==> config.mk <==
export PLATFORM = sky130hd
export DESIGN_NAME = sc_homecount
export DESIGN_NICKNAME = d
export VERILOG_FILES = /design/src/rtl/sc_homecount.sv
export SDC_FILE = /design/constraint.sdc
export NUM_CORES = 1
export LEC_CHECK = 0
export BUFFER_PORTS_ARGS = -buffer_cell sky130_fd_sc_hd__buf_4
export CAP_MARGIN = 20
export CORE_MARGIN = 2
export CORE_UTILIZATION = 41
export CTS_CLUSTER_DIAMETER = 150
export DETAILED_ROUTE_END_ITERATION = 8
export MAX_ROUTING_LAYER = met4
export PLACE_DENSITY_LB_ADDON = 0.05
export REMOVE_ABC_BUFFERS = 1
export SLEW_MARGIN = 25
export SYNTH_ARGS = -nofsm -noshare
export SYNTH_HDL_FRONTEND = slang
export SYNTH_SLANG_ARGS = --single-unit
==> constraint.sdc <==
create_clock -name SC_HOMECOUNT_CLOCK_50 -period 1.3 [get_ports SC_HOMECOUNT_CLOCK_50]
set_input_delay 0.26 -clock SC_HOMECOUNT_CLOCK_50 [delete_from_list [all_inputs] [get_ports SC_HOMECOUNT_CLOCK_50]]
set_output_delay 0.26 -clock SC_HOMECOUNT_CLOCK_50 [all_outputs]
set_load 0.005 [all_outputs]
==> src/rtl/sc_homecount.sv <==
// Home-row arrival counter: accepts frog arrivals into home slots, flags a win for HOLD_CYCLES cycles.
// Optional macro SC_HOMECOUNT_DUPGUARD_EN rejects repeat arrivals to an already occupied slot.
module sc_homecount #(
   parameter int                            DATAWIDTH_ESTADO = 3,
   parameter logic [DATAWIDTH_ESTADO-1:0]   ESTADO_HOME      = 3'b111,
   parameter int                            NUMHOMES         = 4,
   parameter int                            DATAWIDTH_SLOT   = 2,
   parameter int                            GOAL             = 4,
   parameter int                            DATAWIDTH_COUNT  = 3,
   parameter int                            HOLD_CYCLES      = 8
) (
   input  logic                          SC_HOMECOUNT_CLOCK_50,
   input  logic                          SC_HOMECOUNT_RESET,
   input  logic [DATAWIDTH_ESTADO-1:0]   SC_HOMECOUNT_ESTADO_IN,
   input  logic                          SC_HOMECOUNT_RANAINI_IN,
   input  logic [DATAWIDTH_SLOT-1:0]     SC_HOMECOUNT_SLOT_IN,
   input  logic                          SC_HOMECOUNT_PERDIO_IN,
   output logic                          SC_GANO_OUT,
   output logic [DATAWIDTH_COUNT-1:0]    SC_HOMECOUNT_COUNT_OUT,
   output logic [NUMHOMES-1:0]           SC_HOMECOUNT_MASK_OUT,
   output logic                          SC_HOMECOUNT_ACCEPT_OUT
);

   localparam int TIMER_W = (HOLD_CYCLES > 1) ? $clog2(HOLD_CYCLES) : 1;
   localparam int SLOT_W1 = DATAWIDTH_SLOT + 1;
   localparam logic [TIMER_W-1:0]         TIMER_LOAD = TIMER_W'(HOLD_CYCLES - 1);
   localparam logic [DATAWIDTH_COUNT-1:0] GOAL_M1    = DATAWIDTH_COUNT'(GOAL - 1);
   localparam logic [SLOT_W1-1:0]         NUMHOMES_S = SLOT_W1'(NUMHOMES);

   typedef enum logic {
      ST_PLAY = 1'b0,
      ST_WIN  = 1'b1
   } state_t;

   state_t                        r_state;
   state_t                        w_state_nxt;
   logic [DATAWIDTH_COUNT-1:0]    r_count;
   logic [DATAWIDTH_COUNT-1:0]    w_count_nxt;
   logic [NUMHOMES-1:0]           r_mask;
   logic [NUMHOMES-1:0]           w_mask_nxt;
   logic [TIMER_W-1:0]            r_timer;
   logic [TIMER_W-1:0]            w_timer_nxt;
   logic                          r_gano;
   logic                          w_gano_nxt;
   logic                          r_accept;
   logic                          w_accept_nxt;

   logic                          w_slot_ok;
   logic [NUMHOMES-1:0]           w_slot_bit;
   logic                          w_dup_ok;
   logic                          w_candidate;
   logic                          w_accept;
   logic                          w_reach_goal;

   assign w_slot_ok   = {1'b0, SC_HOMECOUNT_SLOT_IN} < NUMHOMES_S;
   assign w_slot_bit  = NUMHOMES'(1) << SC_HOMECOUNT_SLOT_IN;
   assign w_candidate = (SC_HOMECOUNT_ESTADO_IN == ESTADO_HOME) &&
                        SC_HOMECOUNT_RANAINI_IN && w_slot_ok;

`ifdef SC_HOMECOUNT_DUPGUARD_EN
   assign w_dup_ok = ((r_mask & w_slot_bit) == '0);
`else
   assign w_dup_ok = 1'b1;
`endif

   // A loss in the same cycle always wins over an arrival.
   assign w_accept     = (r_state == ST_PLAY) && !SC_HOMECOUNT_PERDIO_IN &&
                         w_candidate && w_dup_ok;
   assign w_reach_goal = (r_count == GOAL_M1);

   always_ff @(posedge SC_HOMECOUNT_CLOCK_50) begin
      if (SC_HOMECOUNT_RESET) begin
         r_state  <= ST_PLAY;
         r_count  <= '0;
         r_mask   <= '0;
         r_timer  <= '0;
         r_gano   <= 1'b0;
         r_accept <= 1'b0;
      end else begin
         r_state  <= w_state_nxt;
         r_count  <= w_count_nxt;
         r_mask   <= w_mask_nxt;
         r_timer  <= w_timer_nxt;
         r_gano   <= w_gano_nxt;
         r_accept <= w_accept_nxt;
      end
   end

   always_comb begin
      w_state_nxt = r_state;
      case (r_state)
         ST_PLAY: if (w_accept && w_reach_goal) w_state_nxt = ST_WIN;
         ST_WIN:  if (r_timer == '0)            w_state_nxt = ST_PLAY;
         default:                               w_state_nxt = ST_PLAY;
      endcase
   end

   // Next values of the registered outputs; the win flag mirrors the next state.
   always_comb begin
      w_count_nxt  = r_count;
      w_mask_nxt   = r_mask;
      w_timer_nxt  = r_timer;
      w_accept_nxt = 1'b0;
      w_gano_nxt   = 1'b0;
      case (r_state)
         ST_PLAY: begin
            if (SC_HOMECOUNT_PERDIO_IN) begin
               w_count_nxt = '0;
               w_mask_nxt  = '0;
            end else if (w_accept) begin
               w_count_nxt  = r_count + DATAWIDTH_COUNT'(1);
               w_mask_nxt   = r_mask | w_slot_bit;
               w_accept_nxt = 1'b1;
               if (w_reach_goal) begin
                  w_timer_nxt = TIMER_LOAD;
                  w_gano_nxt  = 1'b1;
               end
            end
         end
         ST_WIN: begin
            if (r_timer == '0) begin
               w_count_nxt = '0;
               w_mask_nxt  = '0;
               w_timer_nxt = '0;
            end else begin
               w_timer_nxt = r_timer - TIMER_W'(1);
               w_gano_nxt  = 1'b1;
            end
         end
         default: begin
            w_count_nxt = '0;
            w_mask_nxt  = '0;
            w_timer_nxt = '0;
         end
      endcase
   end

   assign SC_GANO_OUT             = r_gano;
   assign SC_HOMECOUNT_COUNT_OUT  = r_count;
   assign SC_HOMECOUNT_MASK_OUT   = r_mask;
   assign SC_HOMECOUNT_ACCEPT_OUT = r_accept;

endmodule

==> flow_summary.yaml, run 1 <==
job:
  drv_cap: 0
route:
  vias: 499
  routedWlPerCell_um: 11.8
  drc: 0
  antenna_left: 0
  drtIter0Drc: 3
  wl_mm: 1.12
  dr.pass1.iters: 2
  avgViaCountPerCell: 5.25
sta:
  rsz0062_at_grt: "yes"
  hold_viol_final: 0
  final.period_utilization_pct: 96.0
  max_slew_margin_pct: 81.2
  tns_ns: 0
  worstMarginPinSlew_ns: 0.281
  timing.fmax_ghz: 0.801
  finalSetupViolations: 0
  setup_ws_ns: 0.0516
  clock_skew_ns: 0.00462
  drv_slew: 0
  hold_slack_ns: 0.265
  min_period_ns: 1.25
floorplan:
  die_h_um: 40.6
  coreArea_um2: 1270
  initial_core_util_pct: 43.3
  num_io_pins: 18
  rows: 13
  dieWidth_um: 40.6
  dieArea_um2: 1650
pwr:
  peakVddDrop_v: 0.000558
  power_leakage_nw: 0.324
  pwr_density_cell_nw_per_um2: 911
  finalPower_w: 0.000715
clock_network:
  clk_latency_ns: 0.27
  clk_pin_slew_ns: 0.08
  clock-root-buffer: "clkbuf_4"
  htreeDepth: 1
  numCtsBuffers: 3
  cts_tree: "built"
  clk_path_buf_depth: 2
  cts_hold_buf: 0
  clkSinkCount: 13
min_path:
  hold_class: "input pin to flip-flop"
  holdCritStartpoint: "SC_HOMECOUNT_RESET"
  whs_path_depth: 2
  whs_endpoint: "r_state$_SDFF_PP0_"
layout:
  layout_commonest_cell: "buf_4"
  fill_cells: 123
  final_cell_mix: "23 x buf_4, 10 x dfxtp_1, 6 x a21oi_1, 4 x inv_1"
  syn_to_final_growth_pct: 42.8
  stdcell_count: 95
  final_nets: 92
  drive_gt1_share_pct: 43.8
  antenna_cells: 0
place:
  dp.cells: 90
  portBuffers: 17
  dpl_worst_slack_ns: -0.0718
  dp_hpwl_um: 874
  gp_congestion: 0.663
yosys:
  ys_top_cells_by_area: "dfxtp_1 47%, a21oi_1 6.4%, ha_1 4.6%, nand2b_1 3.4%, a2111oi_0 3.2%"
  yosysSeqAreaShare_pct: 47.4
  netlist_area_um2: 549
  syn_inst: 56
  yosysTopAreaCell: "dfxtp_1"
  avgSynthCellArea_um2: 9.81
  synth-seq-cells: 13
  yosysWarningCount: 0
  synth_top_area_share_pct: 47.4
  synth_cell_type_count: 26
critical_path:
  critPathArrivalTime_ns: 1.46
  reg2reg_depth: 5
  r2r_slack_ns: 0.05
  worstSetupPathType: "flip-flop to flip-flop"
  end_kind: "flip-flop"
  cp_max_fo: 5
  cp.required_ns: 1.51
  worst_setup_path_start_kind: "flip-flop"
  rr_startpoint: "r_timer[1]$_SDFFE_PP0P_"
  worst_r2r_endpoint: "SC_HOMECOUNT_MASK_OUT[3]$_SDFFE_PP0P_"
global_route:
  grt_pass1_vias: 419
  grt_max_degree: 15
  gr-usage-all-layers_pct: 16.5
  grt_pass1_wl_mm: 1.69
  gr-total-overflow: 0
  antenna_found_initial: 0
outcome:
  status: "finished clean"
cells in the mapped netlist, drive strengths merged:
cell type	instances
a2111oi	2
a211oi	1
a21boi	1
a21oi	7
a22o	2
a31oi	1
and4	1
buf	1
clkbuf	2
dfxtp	13
ha	2
inv	4
nand2	1
nand2b	3
nand3	1
nor2	2
nor4bb	1
o2111a	1
o2111ai	1
o21a	2
o21ai	1
o21bai	1
o31ai	1
o32ai	2
or2	1
or2b	1
through the flow:
stage               util, %  area [µm²]
floorplan                 -         537
global placement       56.8         721
finish                 61.8         785
global route           61.8         785
detailed placement     56.8         721
CTS                    60.5         767
registers in the layout, indices dropped and copies added, names as in the netlist:
name and flops:
SC_HOMECOUNT_COUNT_OUT 3, SC_HOMECOUNT_MASK_OUT 4, SC_GANO_OUT 1, r_state 1, SC_HOMECOUNT_ACCEPT_OUT 1, r_timer 3
power by group:
part	internal (W)	switching [W]
Sequential	0.000402	0.00000259
Combinational	0.0000350	0.0000297
Clock	0.000119	0.000127
Total	0.000556	0.000159
area by class of cell:
cell class	count	area, µm²	share of cell area, %
Inverter	4	15.0	1.91
Sequential cell	13	264	33.7
Multi-Input combinational cell	36	288	36.7
Timing Repair Buffer	23	173	22.0
Clock buffer	4	26.3	3.35
Tap cell	15	18.8	2.39
metal layers:
layer | track usage (%) | up-vias | share of wire, %
met5 | - | - | 0
met4 | 7.50 | 0 | 0
met3 | 5.00 | 0 | 3.8
met2 | 26.2 | 11 | 50
met1 | 19.0 | 226 | 46
li1 | - | 262 | -
worst max path at each step:
stage / start / end / slack, ns
2_1_floorplan: r_timer[2]$_SDFFE_PP0P_ / SC_HOMECOUNT_MASK_OUT[0]$_SDFFE_PP0P_ / 0.04
3_3_place_gp: SC_HOMECOUNT_PERDIO_IN / SC_HOMECOUNT_MASK_OUT[2]$_SDFFE_PP0P_ / -0.02
3_5_place_dp: SC_HOMECOUNT_PERDIO_IN / SC_HOMECOUNT_MASK_OUT[2]$_SDFFE_PP0P_ / -0.07
4_1_cts: r_timer[2]$_SDFFE_PP0P_ / SC_HOMECOUNT_MASK_OUT[2]$_SDFFE_PP0P_ / -0.005
5_1_grt: r_timer[1]$_SDFFE_PP0P_ / SC_HOMECOUNT_MASK_OUT[1]$_SDFFE_PP0P_ / -0.009
6_report: r_timer[1]$_SDFFE_PP0P_ / SC_HOMECOUNT_MASK_OUT[3]$_SDFFE_PP0P_ / 0.05
worst max-delay path, cell delays in order (launching register included):
cell and delay (ns):
dfxtp_2 0.33, o31ai_2 0.26, buf_4 0.19, buf_4 0.11, o2111a_1 0.19, o21a_1 0.11
cells by family (layout without fill, tap and decap cells):
family / after synthesis / in the layout / synth area share, %
fa+ha+maj: 2 / 2 / 4.56
compound gates: 23 / 23 / 30.8
buf+inv: 7 / 31 / 5.01
flops: 13 / 13 / 47.4
simple gates: 11 / 11 / 12.3
timing repair:
item / in CTS / in global routing
endpoints found under the setup margin: 2 / 5
setup buffers: 0 / 1
resized for setup: 6 / 6
pin swaps: 0 / 2
(Power assumes the default switching activity.)
==> run 2, diff against run 1 <==
Settings changed: ABC_AREA set to 1, CORE_UTILIZATION 41 to 42.
==> flow_summary.yaml, run 2 <==
yosys:
  yosysTopAreaCell: "dfxtp_1"
  netlist_top_cells_count: "18 x nand2_1, 14 x inv_1, 13 x dfxtp_1"
  synthArstFlopShare_pct: 0
  syn_inst: 77
  synth_top_area_share_pct: 46.6
  yosysWarningCount: 0
  ys_top_cells_by_area: "dfxtp_1 47%, nand2_1 12%, inv_1 9.4%, nand3_1 7.2%, a21oi_1 6.3%"
  synth-edff-count: 0
  avgSynthCellArea_um2: 7.25
  yosysSeqAreaShare_pct: 46.6
  netlist_area_um2: 558
  ys.flop_type: "dfxtp_1"
  synthMostInstantiatedCell: "nand2_1"
  synth-seq-cells: 13
  synth_cell_type_count: 12
clock_network:
  clock-root-buffer: "clkbuf_4"
  clk_latency_ns: 0.28
  cts_hold_buf: 0
  numCtsBuffers: 3
  clk_path_buf_depth: 2
  post-cts-setup-buffers: 0
  clkSinkCount: 13
  cts_resized: 0
  htreeDepth: 1
  clk_pin_slew_ns: 0.08
  cts_tree: "built"
critical_path:
  end_kind: "flip-flop"
  critPathArrivalTime_ns: 1.27
  worstSetupPathType: "flip-flop to flip-flop"
  worst_setup_path_start_kind: "flip-flop"
  cp_max_fo: 8
  cp.required_ns: 1.47
pwr:
  peakVddDrop_v: 0.000871
  finalPower_w: 0.000718
  p_clk_share_pct: 35.2
  p_comb_share_pct: 8.5
  p_int_w: 0.000551
  swShare_pct: 23.2
  p_seq_share_pct: 56.3
  pwr_density_cell_nw_per_um2: 982
  power_leakage_nw: 0.361
  p_sw_w: 0.000166
layout:
  drive_gt1_share_pct: 25.5
  fill_cells: 119
  finish.instance_area_um2: 731
  multi_input_area_um2: 245
  final_nets: 110
  antenna_cells: 0
  largest_reg_flops: 4
  final_cell_mix: "18 x nand2_1, 17 x buf_4, 14 x inv_1, 13 x dfxtp_1, 8 x nand3_1"
  layout_commonest_cell: "nand2_1"
  seqCellArea_um2: 260
  syn_to_final_growth_pct: 30.9
route:
  dr.pass1.iters: 4
  vias: 537
  drc: 0
  drtIter0Drc: 6
  routedWlPerCell_um: 9.41
  wl_mm: 1.06
  antenna_left: 0
  avgViaCountPerCell: 4.75
global_route:
  grt_pass1_vias: 408
  gr-total-overflow: 0
  grt_max_degree: 9
  antenna_found_initial: 0
  gr-usage-all-layers_pct: 15.7
  grt_pass1_wl_mm: 1.57
min_path:
  hold_class: "input pin to flip-flop"
sta:
  max_slew_margin_pct: 85.4
  min_period_ns: 1.10
  hold_slack_ns: 0.197
  tns_ns: 0
  clock_skew_ns: 0.00580
  hold_viol_final: 0
  worstMarginPinSlew_ns: 0.219
  timing.fmax_ghz: 0.913
  finalSetupViolations: 0
  rsz0062_at_grt: "no"
  drv_slew: 0
  final.period_utilization_pct: 84.3
floorplan:
  die_h_um: 40.5
  coreArea_um2: 1270
  rows: 13
  dieWidth_um: 40.5
  num_io_pins: 18
  initial_core_util_pct: 44.0
  dieArea_um2: 1640
outcome:
  status: "finished clean"
place:
  placed_area_um2: 704
  portBuffers: 17
  gp_congestion: 0.703
job:
  drv_cap: 0
-- run 2: changes by cell type in the layout (fill, tap and decap cells not counted), sizes merged, moves of 2 or more --
cell     delta
nand3       +7
a2111oi     -2
nor2        +8
o32ai       -2
a22o        -2
buf         -6
inv        +10
o21a        -2
nand2      +18
nand2b      -3
-- run 2: per-stage QoR --
stage | std cells | worst slack (ns) | utilization [%]
after floorplan | 77 | 0.283 | -
after global placement | 109 | 0.197 | 55.5
after detailed placement | 109 | 0.200 | 55.5
after CTS | 113 | 0.199 | 57.6
after global routing | 113 | 0.115 | 57.6
final | 113 | 0.204 | 57.6
-- run 2: power groups by stage --
stage / clock [W] / combinational, W / sequential, W
after floorplan: 0 / 0.0000256 / 0.000414
after global placement: 0 / 0.0000605 / 0.000414
after detailed placement: 0 / 0.0000607 / 0.000413
after CTS: 0.000261 / 0.0000612 / 0.000404
after global routing: 0.000286 / 0.0000669 / 0.000405
final: 0.000252 / 0.0000613 / 0.000404
-- run 2: path summary, 6_finish.rpt --
check	end	start	cells past startpoint	slack, ns
setup / recovery	SC_HOMECOUNT_MASK_OUT[2]$_SDFFE_PP0P_	r_timer[0]$_SDFFE_PP0P_	6	0.20
hold / removal	r_timer[1]$_SDFFE_PP0P_	SC_HOMECOUNT_RESET	2	0.20
setup reg to reg	SC_HOMECOUNT_MASK_OUT[2]$_SDFFE_PP0P_	r_timer[0]$_SDFFE_PP0P_	6	0.20
hold reg to reg	SC_HOMECOUNT_MASK_OUT[2]$_SDFFE_PP0P_	SC_HOMECOUNT_MASK_OUT[2]$_SDFFE_PP0P_	2	0.45
-- run 2: logic make-up (layout without fill, tap and decap cells) --
logic type	count (synthesis)	in the layout	synth area share, %
fa+ha+maj	2	2	4.48
buf+inv	14	35	9.42
flops	13	13	46.6
simple gates	37	37	28.5
compound gates	11	11	11.0
-- run 2: cell type report --
type                    count  area share (%)
inverters                  14            7.19
repair buffers             17            17.5
multi-input cells          50            33.6
clock buffers               4            3.60
well taps                  15            2.57
flip-flops and latches     13            35.6
-- run 2: worst max-delay path, cell delays in order (launching register included) --
cell and delay [ns]:
dfxtp_1 0.34, nor2_2 0.15, nand2_1 0.09, nand2_2 0.14
nand2_1 0.09, nand2_1 0.12, a21oi_1 0.05
-- run 2: layer usage --
layer | up-vias | track usage (%) | part of all wire (%)
met5 | - | - | 0
met4 | 0 | 2.50 | 0
met3 | 0 | 10.0 | 6.1
met2 | 11 | 23.0 | 48
met1 | 243 | 18.2 | 46
li1 | 283 | - | -
==> run 3, diff against run 2 <==
Settings changed: CORE_AREA set to 2 2 39 41, CORE_MARGIN 2 to not set, CORE_UTILIZATION 42 to not set, DIE_AREA set to 0 0 41 43.
Clock period 1.3 ns to 1.15 ns, I/O delays scaled along.
==> flow_summary.yaml, run 3 (synthesis gave the netlist of run 2 again) <==
clock_network:
  clkSinkCount: 13
  numCtsBuffers: 3
  clock-root-buffer: "clkbuf_4"
  htreeDepth: 1
  post-cts-setup-buffers: 0
  clk_path_buf_depth: 2
  cts_hold_buf: 0
  clk_pin_slew_ns: 0.08
  cts_tree: "built"
  cts_resized: 0
  clk_latency_ns: 0.28
critical_path:
  rr_startpoint: "SC_HOMECOUNT_COUNT_OUT[0]$_SDFFE_PP0P_"
  reg2reg_depth: 4
  path_delay_family: "adder cells"
  cp.required_ns: 1.30
  worstSetupStartpoint: "SC_HOMECOUNT_COUNT_OUT[0]$_SDFFE_PP0P_"
  worst_r2r_endpoint: "r_timer[0]$_SDFFE_PP0P_"
  path_common_cell: "ha_1"
  cp_max_fo: 5
  critPathArrivalTime_ns: 1.20
  cp.depth: 4
  cp_num_buf_inv: 0
  worst_setup_path_start_kind: "flip-flop"
  end_kind: "flip-flop"
  worstSetupPathType: "flip-flop to flip-flop"
  cp_cell_sequence: "ha_1, ha_1, nand3_2, a31oi_1"
  slowest_delay_ns: 0.34
  r2r_slack_ns: 0.10
  cpMaxStageDelayCell: "dfxtp_1"
route:
  dr.pass1.iters: 4
  drc: 0
  routedWlPerCell_um: 10.0
  drtIter0Drc: 14
  wl_mm: 1.14
  avgViaCountPerCell: 4.67
  antenna_left: 0
  vias: 532
floorplan:
  initial_core_util_pct: 40.3
  num_io_pins: 18
  dieWidth_um: 41
  coreArea_um2: 1380
  dieArea_um2: 1760
  die_h_um: 43
  rows: 14
layout:
  final_nets: 110
  antenna_cells: 0
  drive_gt1_share_pct: 27.6
  final_cell_mix: "17 x nand2_1, 17 x buf_4, 14 x inv_1, 13 x dfxtp_1"
  syn_to_final_growth_pct: 33.4
  finish.instance_area_um2: 744
  largest_reg_flops: 4
min_path:
  holdCritStartpoint: "SC_HOMECOUNT_RESET"
  hold_class: "input pin to flip-flop"
  whs_endpoint: "SC_GANO_OUT$_SDFF_PP0_"
  whs_path_depth: 2
global_route:
  grt.met1_usage_pct: 19.5
  gr-total-overflow: 0
  grt_pass1_wl_mm: 1.86
  antenna_found_initial: 0
  grt_max_degree: 9
  grt-busiest-layer: "met2"
  grtUsageMet3_pct: 3.14
  grtUsageMet2_pct: 22.2
  grt_pass1_vias: 510
  gr-usage-all-layers_pct: 15.7
sta:
  tns_ns: 0
  timing.fmax_ghz: 0.953
  drv_slew: 0
  hold_viol_final: 0
  clock_skew_ns: 0.00801
  worstMarginPinSlew_ns: 0.232
  setup_ws_ns: 0.101
  final.period_utilization_pct: 91.2
  min_period_ns: 1.05
  max_slew_margin_pct: 84.5
  finalSetupViolations: 0
pwr:
  pwr_density_cell_nw_per_um2: 1080
  peakVddDrop_v: 0.000662
  power_leakage_nw: 0.376
job:
  drv_cap: 0
outcome:
  status: "finished clean"
place:
  gp_congestion: 0.667
  placed_area_um2: 706
  dp_hpwl_um: 889
  portBuffers: 17
  dpl_worst_slack_ns: 0.0435
-- run 3: power breakdown --
group | internal (W) | switching, W
clock | 0.000134 | 0.000147
combinational | 0.0000341 | 0.0000348
sequential | 0.000454 | 0.00000259
-- run 3: worst max-delay path by stage --
stage                                                  endpoint  slack, ns
after floorplan                         r_timer[0]$_SDFFE_PP0P_       0.13
after global placement                  r_timer[0]$_SDFFE_PP0P_       0.05
after detailed placement                r_timer[0]$_SDFFE_PP0P_       0.04
after CTS                               r_timer[0]$_SDFFE_PP0P_       0.02
after global routing      SC_HOMECOUNT_MASK_OUT[2]$_SDFFE_PP0P_      -0.01
final                                   r_timer[0]$_SDFFE_PP0P_       0.10
-- run 3: final cells by class --
class / instances / area (µm²)
fillers: 150 / 639
flip-flops and latches: 13 / 260
multi-input cells: 50 / 258
repair buffers: 17 / 128
inverters: 14 / 52.6
clock buffers: 4 / 26.3
well taps: 16 / 20.0
-- run 3: routing by layer --
metal / vias to the layer above / share of wire (%)
li1: 283 / -
met1: 229 / 44
met2: 16 / 47
met3: 4 / 7.1
met4: 0 / 2.0
met5: - / 0
-- run 3: through the flow --
stage	hold slack, ns	total power (W)	utilization (%)	std cells
floorplan	0.299	0.000497	-	77
global placement	0.444	0.000537	51.0	110
detailed placement	0.453	0.000537	51.0	110
CTS	0.153	0.000826	52.9	114
global route	0.163	0.000847	53.8	114
finish	0.168	0.000807	53.8	114
-- run 3: worst register-to-register path, cell delays in order (launching register included) --
cell	delay, ns
dfxtp_1	0.34
ha_1	0.20
ha_1	0.19
nand3_2	0.11
a31oi_1	0.09
